## config.mk

```make
export PLATFORM = sky130hd
export DESIGN_NAME = decoder_scan_seq
export DESIGN_NICKNAME = d
export VERILOG_FILES = /design/src/rtl/decoder_scan_seq.sv
export SDC_FILE = /design/constraint.sdc
export NUM_CORES = 1
export LEC_CHECK = 0
export CORE_MARGIN = 2
export CORE_UTILIZATION = 37
export CTS_CLUSTER_SIZE = 28
export DETAILED_ROUTE_END_ITERATION = 6
export HOLD_SLACK_MARGIN = 0.15
export PLACE_DENSITY_LB_ADDON = 0.05
export SETUP_SLACK_MARGIN = 0.4
export SYNTH_ARGS = -nofsm -noshare
export SYNTH_HDL_FRONTEND = slang
export SYNTH_SLANG_ARGS = --single-unit
```

## constraint.sdc

```tcl
create_clock -name clk -period 2.09 [get_ports clk]
set_clock_uncertainty 0.2 [all_clocks]
set_input_delay 0.418 -clock clk [delete_from_list [all_inputs] [get_ports clk]]
set_output_delay 0.418 -clock clk [all_outputs]
set_load 0.01 [all_outputs]
```

## src/rtl/decoder_scan_seq.sv

```systemverilog
// Scan sequencer driving the A input of a 3-to-8 decoder: IDLE/RUN/DONE, prescaled stepping, single or continuous pass.
// Optional: define SCAN_MASK_EN to skip indices whose latched mask bit is 0 (otherwise mask is ignored).
module decoder_scan_seq #(
  parameter int PRESCALE = 4
) (
  input  logic       clk,
  input  logic       rst,
  input  logic       start,
  input  logic       stop,
  input  logic       single,
  input  logic       dir,
  input  logic [7:0] mask,
  output logic [2:0] A,
  output logic       valid,
  output logic       busy,
  output logic       done
);

  localparam int PW = ($clog2(PRESCALE + 1) < 1) ? 1 : $clog2(PRESCALE + 1);
  localparam logic [PW-1:0] LAST_CNT = PW'(PRESCALE - 1);

  typedef enum logic [1:0] {IDLE, RUN, DONE} state_t;

  state_t        state;
  logic [PW-1:0] cnt;
  logic          dir_q;
  logic          single_q;
  logic [7:0]    start_mask;
  logic [7:0]    run_mask;

`ifdef SCAN_MASK_EN
  logic [7:0] mask_q;
  assign start_mask = mask;
  assign run_mask   = mask_q;
`else
  // Every index is enabled; the mask port is kept for interface compatibility only.
  logic unused_mask;
  assign unused_mask = ^mask;
  assign start_mask  = 8'hFF;
  assign run_mask    = 8'hFF;
`endif

  // First enabled index in the scan direction (lowest when ascending, highest when descending).
  function automatic logic [2:0] first_idx(input logic [7:0] m, input logic d);
    logic [2:0] f;
    f = '0;
    for (int i = 0; i < 8; i++) begin
      if (m[d ? i : 7 - i]) f = 3'(d ? i : 7 - i);
    end
    return f;
  endfunction

  // Nearest enabled index after cur in direction d, wrapping modulo 8.
  function automatic logic [2:0] next_idx(input logic [2:0] cur, input logic [7:0] m, input logic d);
    logic [2:0] n;
    logic [2:0] c;
    n = cur;
    for (int k = 7; k >= 1; k--) begin
      c = d ? cur - 3'(k) : cur + 3'(k);
      if (m[c]) n = c;
    end
    return n;
  endfunction

  logic       tick;
  logic       at_last;
  logic [2:0] nxt;

  assign tick    = (cnt == LAST_CNT);
  assign at_last = (A == first_idx(run_mask, !dir_q));
  assign nxt     = next_idx(A, run_mask, dir_q);

  // NOTE: all state uses non-blocking assignments so every register sees pre-edge values.
  always_ff @(posedge clk or posedge rst) begin
    if (rst) begin
      state    <= IDLE;
      A        <= '0;
      valid    <= 1'b0;
      busy     <= 1'b0;
      done     <= 1'b0;
      cnt      <= '0;
      dir_q    <= 1'b0;
      single_q <= 1'b0;
`ifdef SCAN_MASK_EN
      mask_q   <= '0;
`endif
    end else begin
      done <= 1'b0;
      case (state)
        IDLE: begin
          if (start && !stop && (|start_mask)) begin
            state    <= RUN;
            dir_q    <= dir;
            single_q <= single;
`ifdef SCAN_MASK_EN
            mask_q   <= mask;
`endif
            A        <= first_idx(start_mask, dir);
            valid    <= 1'b1;
            busy     <= 1'b1;
            cnt      <= '0;
          end
        end
        RUN: begin
          if (stop) begin
            state <= IDLE;
            valid <= 1'b0;
            busy  <= 1'b0;
          end else if (tick) begin
            cnt <= '0;
            if (at_last && single_q) begin
              state <= DONE;
              valid <= 1'b0;
              done  <= 1'b1;
            end else begin
              A <= nxt;
            end
          end else begin
            cnt <= cnt + 1'b1;
          end
        end
        DONE: begin
          state <= IDLE;
          busy  <= 1'b0;
        end
        default: begin
          state <= IDLE;
          valid <= 1'b0;
          busy  <= 1'b0;
        end
      endcase
    end
  end

endmodule

```

==> flow_metrics.py <==
metrics = {
    "logic_synthesis": {
        "syn-cell-area_um2": 710.7,
        "yosysSeqAreaShare": 0.4577,
        "yosysUniqueCellTypes": 33,
        "ys_top_cells_by_count": "dfrtp_1 (13), nand2_1 (6), nor2_1 (6)",
        "yosys.area.top_type": "dfrtp_1",
        "synth_nets": 87,
        "synth_flop_cell": "dfrtp_1",
        "synth_top_area_frac": 0.4577,
        "netlist_top_cells_area": "dfrtp_1 (46%), o22a_1 (3.7%), ha_1 (3.5%)",
        "synth_warnings": 0,
        "avgSynthCellArea_um2": 10.15,
        "postSynthCellCount": 70,
        "synth-edff-count": 0,
        "synth.most_common_cell": "dfrtp_1",
        "async_reset_ff_frac": 1.000,
        "ys_ff_latch": 13,
    },
    "sta": {
        "period_minus_slack_ns": 1.942,
        "final.setup.worst_slack_ns": 0.1478,
        "worstMarginPinSlew_ns": 0.4952,
        "drv_slew": 0,
        "hold_violations": 0,
        "clock.fmax_mhz": 514.9,
        "relSlewSlack": 0.6695,
        "setup_viol": 0,
        "period_share": 0.9293,
        "rsz0062_at_grt": "true",
    },
    "critical_path": {
        "cp-start-kind": "register",
        "required_ns": 2.07,
        "cp-end-kind": "register",
        "worst-setup-path-type": "reg2reg",
        "arrival_ns": 1.92,
        "path_max_fanout": 4,
    },
    "pwr": {
        "p_leak_nw": 0.4553,
        "p_comb_frac": 0.390,
        "p_per_area_nw_per_um2": 817.1,
        "p_int_w": 0.0005392,
        "netSwitchingFraction": 0.3341,
        "pwr-share-clk": 0.202,
        "max-vdd-ir-drop_v": 0.0005186,
        "p_sw_w": 0.0002705,
        "p_seq_frac": 0.408,
    },
    "job": {
        "maxCapViolations": 0,
    },
    "grt": {
        "grt-ovfl-total": 0,
        "globalRouteTotalUtil": 0.1566,
        "grt_max_degree": 14,
        "antenna_found_initial": 0,
        "grt_pass1_vias": 566,
        "grt_pass1_wl_um": 2380,
    },
    "clock_tree": {
        "clock_latency_ns": 0.28,
        "cts-root-buf": "clkbuf_4",
        "cts_buffers": 3,
        "clock-sinks": 13,
        "htree_levels": 1,
        "cts_tree": "done",
        "clkTransAtPathRegs_ns": 0.09,
        "cts_hold_repair.buffers": 0,
        "clockBufferDepth": 2,
    },
    "die": {
        "rows": 15,
        "start_util": 0.4028,
        "core_area_um2": 1764,
        "fp.dieH_um": 47.83,
        "ios": 20,
        "die_w_um": 47.83,
        "dieArea_um2": 2287,
    },
    "place": {
        "place_area_um2": 907.1,
        "pre_cts_ws_ns": -0.07016,
        "gp_congestion": 0.7497,
        "dp_hpwl_um": 1041,
        "io_buffers": 11,
    },
    "final_layout": {
        "design_area_um2": 991.0,
        "drive_gt1_frac": 0.3196,
        "fin_util": 0.5617,
        "nets": 115,
        "insertedDiodeCount": 0,
        "fill_cells": 168,
        "area_growth_pct": 39.44,
    },
    "routing": {
        "antenna_left": 0,
        "vias": 614,
        "drtIter0Drc": 14,
        "finalWirelength_um": 1511,
        "viasPerCell": 5.033,
        "wire_per_inst_um": 12.39,
        "drc_errors": 0,
        "dr.pass1.iters": 4,
    },
    "worst_hold_path": {
        "hold_class": "in2async",
    },
    "status": {
        "status": "completed",
    },
}
## logic make-up (layout without fill, tap and decap cells)
group,Yosys count,after routing,share of synthesized area
buf+inv,7,34,0.04050
flops,13,13,0.4577
simple gates,26,26,0.1989
fa+ha+maj,3,3,0.06338
xor+xnor,1,1,0.01233
mux,2,2,0.02993
compound gates,18,18,0.1972
## routing by layer
metal / vias to the layer above / wire (um) / global-route usage / part of all wire
met4: 0 / 12 / 0.08108 / 0.0079
met1: 293 / 762 / 0.2188 / 0.50
met2: 15 / 674 / 0.2320 / 0.45
met5: - / 0 / 0 / 0
li1: 304 / - / - / -
met3: 2 / 62 / 0.02642 / 0.041
## state kept, by name, indices dropped and copies added (netlist names)
| name | flops |
|---|---|
| valid | 1 |
| A | 3 |
| state | 2 |
| cnt | 3 |
| dir_q | 1 |
| single_q | 1 |
| done | 1 |
| busy | 1 |
## cell type report
cell class              count  area (um2)  share of cell area
inverters                   5       18.77             0.01894
repair buffers             25       214.0              0.2159
clock buffers               4       26.28             0.02652
well taps                  25       31.28             0.03157
multi-input cells          50       374.1              0.3775
flip-flops and latches     13       326.6              0.3295
## stage by stage
stage / cells / total power [W] / hold WS (ns) / setup TNS, ns
after global routing: 122 / 0.0008688 / 0.3191 / 0
after CTS: 122 / 0.0008188 / 0.2662 / 0
final: 122 / 0.0008097 / 0.2504 / 0
after detailed placement: 112 / 0.0006432 / 0.2877 / -0.07016
after floorplan: 70 / 0.0005131 / 0.09489 / 0
after global placement: 112 / 0.0006378 / 0.2804 / -0.02633
## worst max-delay path, stage by stage (launching register included)
cell and delay, ns:
dfrtp_1 0.43, ha_1 0.28, and2_4 0.15, a21boi_4 0.14
or4_1 0.49, and3_1 0.15
## cell usage in the layout (no fill, tap or decap), types with 2 or more instances in the layout
cell / n
a31oi_1: 2
buf_4: 11
nand2_1: 6
inv_2: 2
a21oi_1: 3
nor2b_1: 4
dlygate4sd2_1: 6
clkdlybuf4s50_1: 4
nor2_1: 5
dfrtp_1: 12
inv_1: 3
buf_6: 3
o22a_1: 3
clkbuf_4: 3
## power by group through the flow
stage          clock (W)  sequential, W  combinational [W]
2_1_floorplan          0       0.000350           0.000163
3_3_place_gp           0       0.000336           0.000302
3_5_place_dp           0       0.000337           0.000307
4_1_cts         0.000170       0.000331           0.000318
5_1_grt         0.000176       0.000339           0.000354
6_report        0.000164       0.000330           0.000315
## timing repair
action,in CTS,in global routing
resized for setup,12,5
buffers inserted,6,0
pin swaps,2,2
setup endpoints to repair,11,10
cloned,0,0
## path summary, 6_finish.rpt
kind                         from      to  slack (ns)  cells past startpoint
max                          A[1]    A[2]        0.15                      5
min                           rst    done        0.25                      2
max reg2reg                  A[1]    A[2]        0.15                      5
min reg2reg                cnt[0]  cnt[0]        0.31                      1
max in group asynchronous     rst    A[0]        1.08                      2
min in group clk           cnt[0]  cnt[0]        0.31                      1
(Power assumes the default switching activity.)
